`config.mk`:
```
export PLATFORM = sky130hd
export DESIGN_NAME = icn2038s_cmd_decoder
export DESIGN_NICKNAME = d
export VERILOG_FILES = /design/src/rtl/icn2038s_pkg.sv /design/src/rtl/icn_sync_edge.sv /design/src/rtl/icn2038s_cmd_decoder.sv
export SDC_FILE = /design/constraint.sdc
export NUM_CORES = 1
export LEC_CHECK = 0
export CAP_MARGIN = 15
export CELL_PAD_IN_SITES_DETAIL_PLACEMENT = 1
export CELL_PAD_IN_SITES_GLOBAL_PLACEMENT = 1
export CORE_UTILIZATION = 42
export CTS_CLUSTER_SIZE = 14
export DETAILED_ROUTE_END_ITERATION = 6
export GPL_TIMING_DRIVEN = 1
export PLACE_DENSITY = 0.85
export SETUP_SLACK_MARGIN = 0.3
export SYNTH_ARGS = -nofsm -noshare
export SYNTH_HDL_FRONTEND = slang
export SYNTH_SLANG_ARGS = --single-unit
```
`constraint.sdc`:
```
create_clock -name clk -period 2.7 [get_ports clk]
set_input_delay 0.54 -clock clk [delete_from_list [all_inputs] [get_ports clk]]
set_output_delay 0.54 -clock clk [all_outputs]
set_load 0.05 [all_outputs]
```
`src/rtl/icn2038s_pkg.sv`:
```
// Shared constants and types for the ICN2038S receive-side command decoder.
package icn2038s_pkg;

  localparam int unsigned REG_W = 16;
  localparam int unsigned CNT_W = 5;
  localparam int unsigned ERR_W = 8;

  localparam logic [CNT_W-1:0] CNT_ONE      = 5'd1;
  localparam logic [CNT_W-1:0] CNT_MAX      = 5'd31;
  localparam logic [CNT_W-1:0] LATCH_PULSES = 5'd3;
  localparam logic [CNT_W-1:0] REG1_PULSES  = 5'd11;
  localparam logic [CNT_W-1:0] REG2_PULSES  = 5'd12;

  typedef enum logic [1:0] {
    CMD_NONE  = 2'd0,
    CMD_LATCH = 2'd1,
    CMD_REG1  = 2'd2,
    CMD_REG2  = 2'd3
  } cmd_code_e;

  typedef enum logic [1:0] {
    ST_IDLE,
    ST_CMD,
    ST_DECODE
  } state_e;

endpackage

```
`src/rtl/icn_sync_edge.sv`:
```
// Multi-flop input synchronizer with registered rise/fall pulses aligned to the synced output.
module icn_sync_edge #(
  parameter int unsigned STAGES = 2
) (
  input  logic clk,
  input  logic rst_n,
  input  logic d,
  output logic s,
  output logic rise,
  output logic fall
);

  logic [STAGES-1:0] sync_q, sync_d;
  logic              rise_q, rise_d;
  logic              fall_q, fall_d;

  always_comb begin
    sync_d = {sync_q[STAGES-2:0], d};
    // Compare the stage about to reach the output with the output itself, so the
    // pulse is high in exactly the cycle where s first shows the new level.
    rise_d = sync_q[STAGES-2] & ~sync_q[STAGES-1];
    fall_d = ~sync_q[STAGES-2] & sync_q[STAGES-1];
  end

  always_ff @(posedge clk or negedge rst_n) begin
    if (!rst_n) begin
      sync_q <= '0;
      rise_q <= 1'b0;
      fall_q <= 1'b0;
    end else begin
      sync_q <= sync_d;
      rise_q <= rise_d;
      fall_q <= fall_d;
    end
  end

  assign s    = sync_q[STAGES-1];
  assign rise = rise_q;
  assign fall = fall_q;

endmodule

```
`src/rtl/icn2038s_cmd_decoder.sv`:
```
// ICN2038S command decoder: counts DCLK rises inside each LE window and applies
// DATA_LATCH / WR_REG1 / WR_REG2. Define ICN_CMD_ERR_EN to report unknown commands.
module icn2038s_cmd_decoder
  import icn2038s_pkg::*;
#(
  parameter int unsigned CHANNELS    = 16,
  parameter int unsigned SYNC_STAGES = 2
) (
  input  logic                clk,
  input  logic                rst_n,
  input  logic                sdi_in,
  input  logic                dclk_in,
  input  logic                le_in,
  input  logic                oe_in,
  output logic [CHANNELS-1:0] ch_out,
  output logic [REG_W-1:0]    reg1_q,
  output logic [REG_W-1:0]    reg2_q,
  output logic                cmd_valid,
  output logic [1:0]          cmd_code,
  output logic                err_unknown,
  output logic [ERR_W-1:0]    err_count
);

  logic dclk_s, dclk_rise, dclk_fall;
  logic le_s, le_rise, le_fall;
  logic sdi_s, sdi_rise, sdi_fall;
  logic oe_s, oe_rise, oe_fall;
  logic unused_edges;

  icn_sync_edge #(.STAGES(SYNC_STAGES)) u_sync_dclk (
    .clk(clk), .rst_n(rst_n), .d(dclk_in), .s(dclk_s), .rise(dclk_rise), .fall(dclk_fall));
  icn_sync_edge #(.STAGES(SYNC_STAGES)) u_sync_le (
    .clk(clk), .rst_n(rst_n), .d(le_in), .s(le_s), .rise(le_rise), .fall(le_fall));
  icn_sync_edge #(.STAGES(SYNC_STAGES)) u_sync_sdi (
    .clk(clk), .rst_n(rst_n), .d(sdi_in), .s(sdi_s), .rise(sdi_rise), .fall(sdi_fall));
  icn_sync_edge #(.STAGES(SYNC_STAGES)) u_sync_oe (
    .clk(clk), .rst_n(rst_n), .d(oe_in), .s(oe_s), .rise(oe_rise), .fall(oe_fall));

  assign unused_edges = ^{dclk_s, dclk_fall, le_s, sdi_rise, sdi_fall, oe_rise, oe_fall};

  state_e              state_q, state_d;
  logic [CHANNELS-1:0] shift_q, shift_d;
  logic [CHANNELS-1:0] out_latch_q, out_latch_d;
  logic [CHANNELS-1:0] ch_out_q, ch_out_d;
  logic [CNT_W-1:0]    pulse_cnt_q, pulse_cnt_d, cnt_sat;
  logic [REG_W-1:0]    reg1_d, reg2_d;
  logic                cmd_valid_q, cmd_valid_d;
  cmd_code_e           cmd_code_q, cmd_code_d;
  logic                decode;

  always_ff @(posedge clk or negedge rst_n) begin
    if (!rst_n) state_q <= ST_IDLE;
    else        state_q <= state_d;
  end

  always_comb begin
    state_d = state_q;
    unique case (state_q)
      ST_IDLE:   if (le_rise) state_d = ST_CMD;
      ST_CMD:    if (le_fall) state_d = ST_DECODE;
      ST_DECODE: state_d = le_rise ? ST_CMD : ST_IDLE;
      default:   state_d = ST_IDLE;
    endcase
  end

  // Decode acts on the CMD->DECODE transition using the next-cycle shift/count,
  // so a DCLK rise coinciding with the LE fall is included.
  always_comb begin
    shift_d = shift_q;
    if (dclk_rise) shift_d = {shift_q[CHANNELS-2:0], sdi_s};

    cnt_sat = (pulse_cnt_q == CNT_MAX) ? pulse_cnt_q : pulse_cnt_q + 1'b1;
    if (state_q == ST_CMD) pulse_cnt_d = dclk_rise ? cnt_sat : pulse_cnt_q;
    else                   pulse_cnt_d = (le_rise && dclk_rise) ? CNT_ONE : '0;

    decode      = (state_q == ST_CMD) && le_fall;
    out_latch_d = out_latch_q;
    reg1_d      = reg1_q;
    reg2_d      = reg2_q;
    cmd_valid_d = 1'b0;
    cmd_code_d  = cmd_code_q;
    if (decode) begin
      case (pulse_cnt_d)
        LATCH_PULSES: begin
          out_latch_d = shift_d;
          cmd_valid_d = 1'b1;
          cmd_code_d  = CMD_LATCH;
        end
        REG1_PULSES: begin
          reg1_d      = shift_d[REG_W-1:0];
          cmd_valid_d = 1'b1;
          cmd_code_d  = CMD_REG1;
        end
        REG2_PULSES: begin
          reg2_d      = shift_d[REG_W-1:0];
          cmd_valid_d = 1'b1;
          cmd_code_d  = CMD_REG2;
        end
        default: ;
      endcase
    end

    ch_out_d = out_latch_d & {CHANNELS{~oe_s}};
  end

  always_ff @(posedge clk or negedge rst_n) begin
    if (!rst_n) begin
      shift_q     <= '0;
      pulse_cnt_q <= '0;
      out_latch_q <= '0;
      ch_out_q    <= '0;
      reg1_q      <= '0;
      reg2_q      <= '0;
      cmd_valid_q <= 1'b0;
      cmd_code_q  <= CMD_NONE;
    end else begin
      shift_q     <= shift_d;
      pulse_cnt_q <= pulse_cnt_d;
      out_latch_q <= out_latch_d;
      ch_out_q    <= ch_out_d;
      reg1_q      <= reg1_d;
      reg2_q      <= reg2_d;
      cmd_valid_q <= cmd_valid_d;
      cmd_code_q  <= cmd_code_d;
    end
  end

  assign ch_out    = ch_out_q;
  assign cmd_valid = cmd_valid_q;
  assign cmd_code  = cmd_code_q;

`ifdef ICN_CMD_ERR_EN
  logic             err_unknown_q, err_unknown_d;
  logic [ERR_W-1:0] err_count_q, err_count_d;

  always_comb begin
    err_unknown_d = decode && (pulse_cnt_d != '0) && (pulse_cnt_d != LATCH_PULSES) &&
                    (pulse_cnt_d != REG1_PULSES) && (pulse_cnt_d != REG2_PULSES);
    err_count_d = err_count_q;
    if (err_unknown_d && (err_count_q != '1)) err_count_d = err_count_q + 1'b1;
  end

  always_ff @(posedge clk or negedge rst_n) begin
    if (!rst_n) begin
      err_unknown_q <= 1'b0;
      err_count_q   <= '0;
    end else begin
      err_unknown_q <= err_unknown_d;
      err_count_q   <= err_count_d;
    end
  end

  assign err_unknown = err_unknown_q;
  assign err_count   = err_count_q;
`else
  assign err_unknown = 1'b0;
  assign err_count   = '0;
`endif

endmodule
```
Word level (Yosys, flattened, before mapping)
Cells that the tools add are included.

RAM bits: 0. Output and inout bits: 60. Input port bits: 6. Flip-flop bits (word level): 101. Memory bits (read-only): 0. Word-level logic and storage cells: 56. Memories: 0. Latch bits: 0.

Shift-type cells: 0. $mul: 0. $add $sub $neg: 1. Equality and inequality tests: 8. Bitwise operators: 8. Muxes and demuxes: 14. Div/mod/pow operators: 0. Reduce and logical (&&, ||, !) cells: 9. Magnitude comparators: 0.

Operators by type and width (number): two-way mux 16 bit (3); AND 16 bit (1); two-way mux 5 bit (3); case mux 2 bit (3 select lines) (2); == test 5 x 4 -> 1 bit (second input constant) (2); AND reduction 2 bit (4); adder 5 x 1 -> 5 bit (second input constant) (1); == test 5 x 2 -> 1 bit (second input constant) (1); == test 5 bit (second input constant) (1); two-way mux 1 bit (4); two-way mux 2 bit (2); inequality test 2 x 1 -> 1 bit (second input constant) (2); NOT 1 bit (4); AND 1 bit (3); nonzero test 3 bit (1); OR reduction 3 bit (1); == test 2 x 1 -> 1 bit (second input constant) (1); == test 2 bit (second input constant) (1); logical AND 1 bit (2); logical NOT 2 bit (1).

Logic depth before layout (Yosys ltp)
Gate-level depths: netlist of the first run.

Depth after elaboration: 8. Depth in mapped cells: 7.

Modules after synthesis
Synthesis of the first run repeated with hierarchy kept, for this count alone.

Cells, all modules: 263. Area, all modules: 4076.4 sq um.

Modules (own cells, without submodules): icn2038s_cmd_decoder (area an instance 3616.0 sq um, cells each 239, instances 1); icn_sync_edge (area an instance 115.1 sq um, cells each 6, instances 4).

Worst setup path before layout of the first run
No wires, ideal clock.

Kind: register -> register. From: reg pulse_cnt_q[0]. To: reg reg2_q[12]. Required time: 2.627 ns. Stages on the path, launching flop included: 8. Setup slack: 0.524 ns. Period minus slack after synthesis: 2.176 ns. Data arrival time: 2.103 ns. Cell sequence: dfrtp_1 -> ha_1 -> nand4_4 -> a211o_1 -> a2111oi_4 -> buf_6 -> nor2_2 -> a21oi_2.

Cells in the longest elaborated chain, start to end: 6. Elaborated cells on any way between the ends: 7. Classes of those cells: 1 x add/sub; 2 x eq/ne; 3 x mux; 1 x reduce/logical.

RTL lines: start: declaration (line icn2038s_cmd_decoder.sv:45) `logic [CNT_W-1:0] pulse_cnt_q, pulse_cnt_d, cnt_sat;`; start signal: assignment (line icn2038s_cmd_decoder.sv:118) `pulse_cnt_q <= pulse_cnt_d;`; adder 5 x 1 -> 5 bit / == test 5 bit (equally long branches) (line icn2038s_cmd_decoder.sv:72) `cnt_sat = (pulse_cnt_q == CNT_MAX) ? pulse_cnt_q : pulse_cnt_q + 1'b1;`; two-way mux 5 bit (line icn2038s_cmd_decoder.sv:72); two-way mux 5 bit * (2 in a row) (line icn2038s_cmd_decoder.sv:73) `if (state_q == ST_CMD) pulse_cnt_d = dclk_rise ? cnt_sat : pulse_cnt_q;`; == test 5 x 4 -> 1 bit * (line icn2038s_cmd_decoder.sv:83) `case (pulse_cnt_d)`; AND reduction 2 bit (no line) *; end signal: assignment (line icn2038s_cmd_decoder.sv:122) `reg2_q <= reg2_d;`; end: declaration (line icn2038s_cmd_decoder.sv:17) `output logic [REG_W-1:0] reg2_q,`.

Every way passes the cells marked *; elsewhere a longest branch is shown, timed or not. A chain may end at the register's enable or synchronous reset.

Final worst setup path of the first run
From: reg pulse_cnt_q[1]. To: reg reg2_q[9].

The elaborated chain is that of the path after synthesis.

==> flow_results.xml, run 1 <==
<?xml version="1.0" encoding="UTF-8"?>
<metrics>
  <group name="layout">
    <metric name="filler_cell_count" unit="">994</metric>
    <metric name="num-nets-final" unit="">404</metric>
    <metric name="fin_util" unit="%">52.2</metric>
    <metric name="area_growth" unit="%">21.4</metric>
    <metric name="final_layout_size_suffix_gt1_share" unit="%">11.7</metric>
    <metric name="num_antenna_cells" unit="">0</metric>
  </group>
  <group name="placed_design">
    <metric name="gp_routability_congestion" unit="">0.749</metric>
    <metric name="io_buf_count" unit="">56</metric>
    <metric name="dp_hpwl" unit="um">6130</metric>
  </group>
  <group name="clocking">
    <metric name="post_cts_buffers" unit="">0</metric>
    <metric name="clk_root_buffer_cell" unit="">sky130_fd_sc_hd__clkbuf_8</metric>
    <metric name="cts.reportedPaths.clkPinSlew" unit="ps">100</metric>
    <metric name="cts_htree_levels" unit="">3</metric>
    <metric name="cts_tree" unit="">yes</metric>
    <metric name="worst_case_clock_buffer_depth" unit="">2</metric>
    <metric name="cts_num_sinks" unit="">101</metric>
    <metric name="holdBufCountCts" unit="">0</metric>
    <metric name="cts_buffers" unit="">9</metric>
    <metric name="worst_skew_pair.late_latency" unit="ps">380</metric>
    <metric name="post_cts_resized" unit="">0</metric>
  </group>
  <group name="setup_path">
    <metric name="rr_endpoint" unit="">reg2_q[9]$_DFFE_PN0P_</metric>
    <metric name="worst-r2r-setup-slack" unit="ps">510</metric>
    <metric name="worst_r2r_startpoint" unit="">pulse_cnt_q[1]$_DFF_PN0_</metric>
    <metric name="reg2reg_depth" unit="">7</metric>
    <metric name="critical_path_peak_fanout" unit="">33</metric>
    <metric name="setup.worst_path.class" unit="">reg -&gt; reg</metric>
    <metric name="crit_required" unit="ps">3000</metric>
    <metric name="setup.worst_path.end_class" unit="">register</metric>
    <metric name="kind_of_start_point_of_the_critical_path" unit="">register</metric>
    <metric name="worst-endpoint-arrival" unit="ps">2490</metric>
  </group>
  <group name="drt">
    <metric name="route.vias.total" unit="">2644</metric>
    <metric name="drc" unit="">0</metric>
    <metric name="route.final.wire_length" unit="um">8970</metric>
    <metric name="vias_per_cell" unit="">5.16</metric>
    <metric name="dr.first_iter.drc_count" unit="">162</metric>
    <metric name="drtAntennaViolNets" unit="">0</metric>
    <metric name="drt-pass1-iter-count" unit="">4</metric>
    <metric name="drt-wirelength-per-cell" unit="um">17.5</metric>
  </group>
  <group name="synth">
    <metric name="ys_seq_area_share" unit="%">63.9</metric>
    <metric name="post_synth_num_cell_types" unit="">39</metric>
    <metric name="syn_inst" unit="">341</metric>
    <metric name="synth-warning-count" unit="">0</metric>
    <metric name="postSynthRegisterBits" unit="">101</metric>
    <metric name="synth_largest_area_cell" unit="">sky130_fd_sc_hd__dfrtp_1</metric>
    <metric name="synth_area_per_cell" unit="um2">11.6</metric>
    <metric name="post_synth_instance_area" unit="um2">3960</metric>
    <metric name="top_cells_by_area_synth" unit="">sky130_fd_sc_hd__dfrtp_1, sky130_fd_sc_hd__nand2_1, sky130_fd_sc_hd__mux2i_1</metric>
    <metric name="yosysTopAreaCellShare" unit="%">63.9</metric>
  </group>
  <group name="grt">
    <metric name="grt_start_max_net_pins" unit="">43</metric>
    <metric name="grt_overflow_total" unit="">0</metric>
    <metric name="grt_antenna_before_repair" unit="">0</metric>
    <metric name="grt_first_pass_wirelength" unit="um">14800</metric>
    <metric name="groute.usage.overall" unit="%">19.9</metric>
    <metric name="grt_pass1_vias" unit="">2774</metric>
  </group>
  <group name="sta">
    <metric name="slew_headroom" unit="%">63.0</metric>
    <metric name="report.final.hold_viol_count" unit="">0</metric>
    <metric name="fmax" unit="MHz">456</metric>
    <metric name="final_period_minus_worst_setup_slack" unit="ps">2190</metric>
    <metric name="tightestPinTransition" unit="ps">555</metric>
    <metric name="finalClockSkew" unit="ps">9.71</metric>
    <metric name="maxSlewViolCount" unit="">0</metric>
    <metric name="setup_total_negative_slack" unit="ps">0</metric>
    <metric name="grt_setup_unrepaired" unit="">false</metric>
    <metric name="finalHoldWorstSlack" unit="ps">156</metric>
    <metric name="setup_viol" unit="">0</metric>
    <metric name="finalCritPeriodShare" unit="%">81.2</metric>
  </group>
  <group name="run_status">
    <metric name="status" unit="">finished, final reports clean</metric>
  </group>
  <group name="floorplan">
    <metric name="fp.coreArea" unit="um2">9200</metric>
    <metric name="ios" unit="">66</metric>
    <metric name="die_area" unit="um2">9810</metric>
    <metric name="floorplan.die.width" unit="um">99.1</metric>
    <metric name="num_rows" unit="">35</metric>
    <metric name="die-height" unit="um">99.1</metric>
    <metric name="initial_core_utilization" unit="%">43.0</metric>
  </group>
  <group name="min_path">
    <metric name="hold_class" unit="">in -&gt; async</metric>
  </group>
  <group name="power_and_ir_drop">
    <metric name="comb_power_share" unit="%">16.2</metric>
    <metric name="switching_share" unit="%">30.6</metric>
    <metric name="power.switching" unit="mW">1.03</metric>
    <metric name="power.share.clock" unit="%">31.1</metric>
    <metric name="vdd_drop_max" unit="uV">324</metric>
    <metric name="internal_power" unit="mW">2.33</metric>
    <metric name="seqPwrFrac" unit="%">52.7</metric>
    <metric name="cellPowerDensity" unit="nW/um2">698</metric>
    <metric name="cellLeakagePower" unit="nW">2.29</metric>
  </group>
  <group name="run">
    <metric name="cap_violations" unit="">0</metric>
  </group>
</metrics>
-- worst max path at each step --
stage	startpoint	to	slack (ps)
2_1_floorplan	pulse_cnt_q[0]$_DFF_PN0_	reg2_q[12]$_DFFE_PN0P_	520
3_3_place_gp	pulse_cnt_q[0]$_DFF_PN0_	reg2_q[9]$_DFFE_PN0P_	450
3_5_place_dp	pulse_cnt_q[0]$_DFF_PN0_	reg2_q[4]$_DFFE_PN0P_	370
4_1_cts	pulse_cnt_q[0]$_DFF_PN0_	reg2_q[1]$_DFFE_PN0P_	330
5_1_grt	pulse_cnt_q[1]$_DFF_PN0_	ch_out[11]$_DFF_PN0_	360
6_report	pulse_cnt_q[1]$_DFF_PN0_	reg2_q[9]$_DFFE_PN0P_	510
-- logic make-up (layout without fill, tap and decap cells) --
family                   Yosys count  count (layout)  share of synthesized area (%)
buffers and inverters             43              95                           6.17
multiplexers                      16              16                           4.05
flip-flops                       101             101                           63.9
other                              1               9                         0.0948
AND/OR/NAND/NOR                  105             105                           12.7
AO/OA/AOI/OAI                     72              72                           12.4
XOR/XNOR                           2               2                          0.443
adder cells (fa/ha/maj)            1               1                          0.316
-- power groups by stage --
stage / combinational, mW / sequential (mW) / clock, mW
after floorplan: 0.300 / 1.81 / 0
after global placement: 0.508 / 1.78 / 0
after detailed placement: 0.534 / 1.79 / 0
after CTS: 0.542 / 1.77 / 1.07
after global routing: 0.589 / 1.79 / 1.12
final: 0.544 / 1.77 / 1.04
-- layer usage --
metal | track usage, % | vias to the layer above | wire, um | share of wire (%)
li1 | - | 1217 | - | -
met1 | 27.1 | 1363 | 4150 | 46
met2 | 31.5 | 50 | 4340 | 48
met3 | 4.40 | 14 | 292 | 3.3
met4 | 7.47 | 0 | 181 | 2.0
met5 | 0 | - | 0 | 0
-- flip-flops by register name, indices dropped and copies added (netlist names) --
signal	count
pulse_cnt_q	5
u_sync_sdi.sync_q	2
out_latch_q	16
ch_out	16
cmd_valid	1
shift_q	16
state_q	2
u_sync_oe.sync_q	2
u_sync_dclk.rise	1
cmd_code	2
u_sync_dclk.sync_q	2
reg2_q	16
u_sync_le.fall	1
u_sync_le.sync_q	2
reg1_q	16
u_sync_le.rise	1
-- synth_stat cells (all sizes together) --
cell	number
inv	18
nand4b	2
a41oi	2
dfrtp	101
nand2b	17
o211ai	2
nand3	2
buf	17
o21a	1
or2b	1
a41o	1
xor2	2
and2b	1
a21oi	35
o2111ai	1
clkbuf	8
ha	1
a211o	1
a21bo	1
a211oi	2
a2111oi	2
and4b	1
conb	1
mux2i	16
o22ai	1
a21o	3
o2111a	1
nand4	2
nor2	20
o21ai	19
nand2	56
nor2b	3
-- cell usage in the layout (no fill, tap or decap), drive strengths merged, types with 2 or more instances in the layout --
| cell type | synthesis | layout |
|---|---|---|
| clkinvlp | 0 | 2 |
| xor2 | 2 | 2 |
| nor2b | 3 | 3 |
| o211ai | 2 | 2 |
| nand2b | 17 | 17 |
| conb | 1 | 9 |
| a2111oi | 2 | 2 |
| bufinv | 0 | 2 |
| o21ai | 19 | 19 |
| nand4 | 2 | 2 |
| nand3 | 2 | 2 |
| a21o | 3 | 3 |
| a211oi | 2 | 2 |
| clkbuf | 8 | 9 |
| a21oi | 35 | 35 |
| buf | 17 | 7 |
| nand2 | 56 | 56 |
| mux2i | 16 | 16 |
| clkdlybuf4s50 | 0 | 55 |
| inv | 18 | 18 |
| a41oi | 2 | 2 |
| nand4b | 2 | 2 |
| clkinv | 0 | 2 |
| nor2 | 20 | 20 |
| dfrtp | 101 | 101 |
-- worst max-delay path: stages (launching register included) --
cell                        delay [ps]
sky130_fd_sc_hd__dfrtp_1           480
sky130_fd_sc_hd__ha_4              230
sky130_fd_sc_hd__nand4_4           140
sky130_fd_sc_hd__a211o_1           390
sky130_fd_sc_hd__a2111oi_4         410
sky130_fd_sc_hd__buf_12            260
sky130_fd_sc_hd__nor2_1             80
sky130_fd_sc_hd__a21oi_2           110
-- final cells by class --
type                    count  area (um2)  area share [%]
repair buffers             62         628            13.1
clock buffers               9         124            2.58
multi-input cells         205        1230            25.6
inverters                  18        67.6            1.41
flip-flops and latches    101        2530            52.6
well taps                 111         139            2.89
clock inverters             6        88.8            1.85
-- metrics by stage --
| stage | instance area, um2 | setup slack [ps] | power [mW] | cells |
|---|---|---|---|---|
| after floorplan | 3990 | 524 | 2.12 | 349 |
| after global placement | 4580 | 446 | 2.29 | 497 |
| after detailed placement | 4580 | 373 | 2.33 | 497 |
| after CTS | 4790 | 331 | 3.38 | 512 |
| after global routing | 4800 | 363 | 3.50 | 512 |
| final | 4800 | 509 | 3.36 | 512 |
No activity file was read; power rests on OpenSTA's default activity.
==> run 2: changes to the inputs <==
CORE_UTILIZATION = 38   (was 42)
PLACE_DENSITY = 0.82   (was 0.85)
clock period = 1.8 ns   (was 2.7 ns; I/O delays follow)
==> flow_results.xml, run 2 (same netlist as run 1, synthesis figures left out) <==
<?xml version="1.0" encoding="UTF-8"?>
<metrics>
  <group name="run_status">
    <metric name="failed_checks" unit="">negative setup slack</metric>
    <metric name="status" unit="">complete, but fails checks</metric>
  </group>
  <group name="sta">
    <metric name="tightestPinTransition" unit="ps">890</metric>
    <metric name="finalCritPeriodShare" unit="%">124</metric>
    <metric name="finalHoldWorstSlack" unit="ps">365</metric>
    <metric name="slew_headroom" unit="%">40.7</metric>
    <metric name="final_period_minus_worst_setup_slack" unit="ps">2230</metric>
    <metric name="finalClockSkew" unit="ps">10.3</metric>
    <metric name="report.final.hold_viol_count" unit="">0</metric>
    <metric name="grt_setup_unrepaired" unit="">true</metric>
    <metric name="fmax" unit="MHz">448</metric>
    <metric name="setup_viol" unit="">67</metric>
    <metric name="worst_slack" unit="ps">-434</metric>
    <metric name="maxSlewViolCount" unit="">0</metric>
  </group>
  <group name="grt">
    <metric name="grt_pass1_vias" unit="">3176</metric>
    <metric name="grt_antenna_before_repair" unit="">1</metric>
    <metric name="groute.usage.overall" unit="%">20.5</metric>
    <metric name="grt_overflow_total" unit="">0</metric>
    <metric name="grt_first_pass_wirelength" unit="um">17000</metric>
    <metric name="grt_start_max_net_pins" unit="">37</metric>
  </group>
  <group name="power_and_ir_drop">
    <metric name="cellLeakagePower" unit="nW">3.04</metric>
    <metric name="design_power_total" unit="mW">5.49</metric>
    <metric name="cellPowerDensity" unit="nW/um2">917</metric>
    <metric name="vdd_drop_max" unit="uV">577</metric>
  </group>
  <group name="drt">
    <metric name="route.final.wire_length" unit="um">13200</metric>
    <metric name="dr.first_iter.drc_count" unit="">175</metric>
    <metric name="drt-pass1-iter-count" unit="">4</metric>
    <metric name="drt-wirelength-per-cell" unit="um">22.1</metric>
    <metric name="route.vias.total" unit="">3111</metric>
    <metric name="drc" unit="">0</metric>
    <metric name="vias_per_cell" unit="">5.23</metric>
    <metric name="drtAntennaViolNets" unit="">0</metric>
  </group>
  <group name="layout">
    <metric name="layout.cells.most_common_list" unit="">sky130_fd_sc_hd__dfrtp_1, sky130_fd_sc_hd__buf_4, sky130_fd_sc_hd__a21oi_2</metric>
    <metric name="most_common_cell_after_layout_fill_and_taps_aside" unit="">sky130_fd_sc_hd__dfrtp_1</metric>
    <metric name="sequential_cell_area" unit="um2">2530</metric>
    <metric name="num-nets-final" unit="">464</metric>
    <metric name="area_growth" unit="%">51.4</metric>
    <metric name="num_antenna_cells" unit="">0</metric>
    <metric name="area_used_by_multi_input_combinational_logic" unit="um2">1830</metric>
    <metric name="final_layout_size_suffix_gt1_share" unit="%">58.7</metric>
    <metric name="filler_cell_count" unit="">1006</metric>
  </group>
  <group name="setup_path">
    <metric name="setup.worst_path.end_class" unit="">register</metric>
    <metric name="kind_of_start_point_of_the_critical_path" unit="">register</metric>
    <metric name="crit_required" unit="ps">2090</metric>
    <metric name="critical_path_peak_fanout" unit="">5</metric>
    <metric name="worst-endpoint-arrival" unit="ps">2520</metric>
    <metric name="setup.worst_path.class" unit="">reg -&gt; reg</metric>
  </group>
  <group name="clocking">
    <metric name="cts_tree" unit="">yes</metric>
    <metric name="cts_htree_levels" unit="">3</metric>
    <metric name="worst_case_clock_buffer_depth" unit="">2</metric>
    <metric name="cts_buffers" unit="">9</metric>
    <metric name="cts_num_sinks" unit="">101</metric>
    <metric name="worst_skew_pair.late_latency" unit="ps">370</metric>
    <metric name="clk_root_buffer_cell" unit="">sky130_fd_sc_hd__clkbuf_8</metric>
    <metric name="cts.reportedPaths.clkPinSlew" unit="ps">110</metric>
  </group>
  <group name="floorplan">
    <metric name="die_area" unit="um2">10800</metric>
    <metric name="initial_core_utilization" unit="%">39.9</metric>
    <metric name="fp.coreArea" unit="um2">9910</metric>
    <metric name="die-height" unit="um">104</metric>
    <metric name="floorplan.die.width" unit="um">104</metric>
    <metric name="ios" unit="">66</metric>
    <metric name="num_rows" unit="">36</metric>
  </group>
  <group name="placed_design">
    <metric name="dp_hpwl" unit="um">6240</metric>
    <metric name="gp_routability_congestion" unit="">0.798</metric>
    <metric name="post-place-ws" unit="ps">-222</metric>
    <metric name="io_buf_count" unit="">56</metric>
  </group>
  <group name="min_path">
    <metric name="hold_class" unit="">reg -&gt; reg</metric>
  </group>
  <group name="run">
    <metric name="cap_violations" unit="">0</metric>
  </group>
</metrics>
[run 2: report_power, final]
group          switching, mW  total (mW)  internal, mW
Combinational          0.882        1.36         0.483
Clock                  0.883        1.45         0.566
Sequential             0.174        2.68          2.50
Total                   1.94        5.49          3.55
[run 2: path summary, 6_finish.rpt]
kind	startpoint	end	slack, ps	cells after the start
max reg2reg	pulse_cnt_q[1]$_DFF_PN0_	ch_out[13]$_DFF_PN0_	-430	8
min reg2reg	u_sync_oe.sync_q[0]$_DFF_PN0_	u_sync_oe.sync_q[1]$_DFF_PN0_	360	0
min in group asynchronous	rst_n	u_sync_le.sync_q[0]$_DFF_PN0_	500	2
max in group asynchronous	rst_n	shift_q[6]$_DFF_PN0_	700	3
max	pulse_cnt_q[1]$_DFF_PN0_	ch_out[13]$_DFF_PN0_	-430	8
min	u_sync_oe.sync_q[0]$_DFF_PN0_	u_sync_oe.sync_q[1]$_DFF_PN0_	360	0
[run 2: layout make-up]
type	instances	area share, %
clock buffers	10	2.30
clock inverters	6	0.940
inverters	18	1.13
multi-input cells	205	30.5
flip-flops and latches	101	42.3
well taps	133	2.78
repair buffers	122	20.1
[run 2: repair_timing]
action                                 CTS  global route
cloned                                   4             7
pin swaps                                2            37
endpoints found under the hold margin   32             0
setup buffers                            9            10
setup endpoints to repair               68            67
resized for setup                       34           147
hold buffers                             1             0
[run 2: metal layers]
layer	track usage [%]	vias up	wire length, um
met5	0	-	16
met4	8.06	2	455
met3	2.88	42	529
met2	35.2	118	7060
met1	26.0	1610	5110
li1	-	1339	-
[run 2: worst max-delay path: stages (launching register included)]
cell and delay (ps):
sky130_fd_sc_hd__dfrtp_2 400, sky130_fd_sc_hd__ha_4 200, sky130_fd_sc_hd__nand4b_1 260, sky130_fd_sc_hd__a2111oi_4 420
sky130_fd_sc_hd__o211ai_1 170, sky130_fd_sc_hd__buf_4 220, sky130_fd_sc_hd__clkbuf_16 160, sky130_fd_sc_hd__nand2b_4 160
sky130_fd_sc_hd__a21oi_2 170
[run 2: metrics by stage]
step                      instance area [um2]  cells  utilization, %  TNS [ps]
after floorplan                          4020    349               -     -2030
after global placement                   4760    548            48.0     -1440
after detailed placement                 4760    548            48.0     -6860
after CTS                                5270    578            53.2     -8650
after global routing                     5990    595            60.4    -25800
final                                    5990    595            60.4    -19790
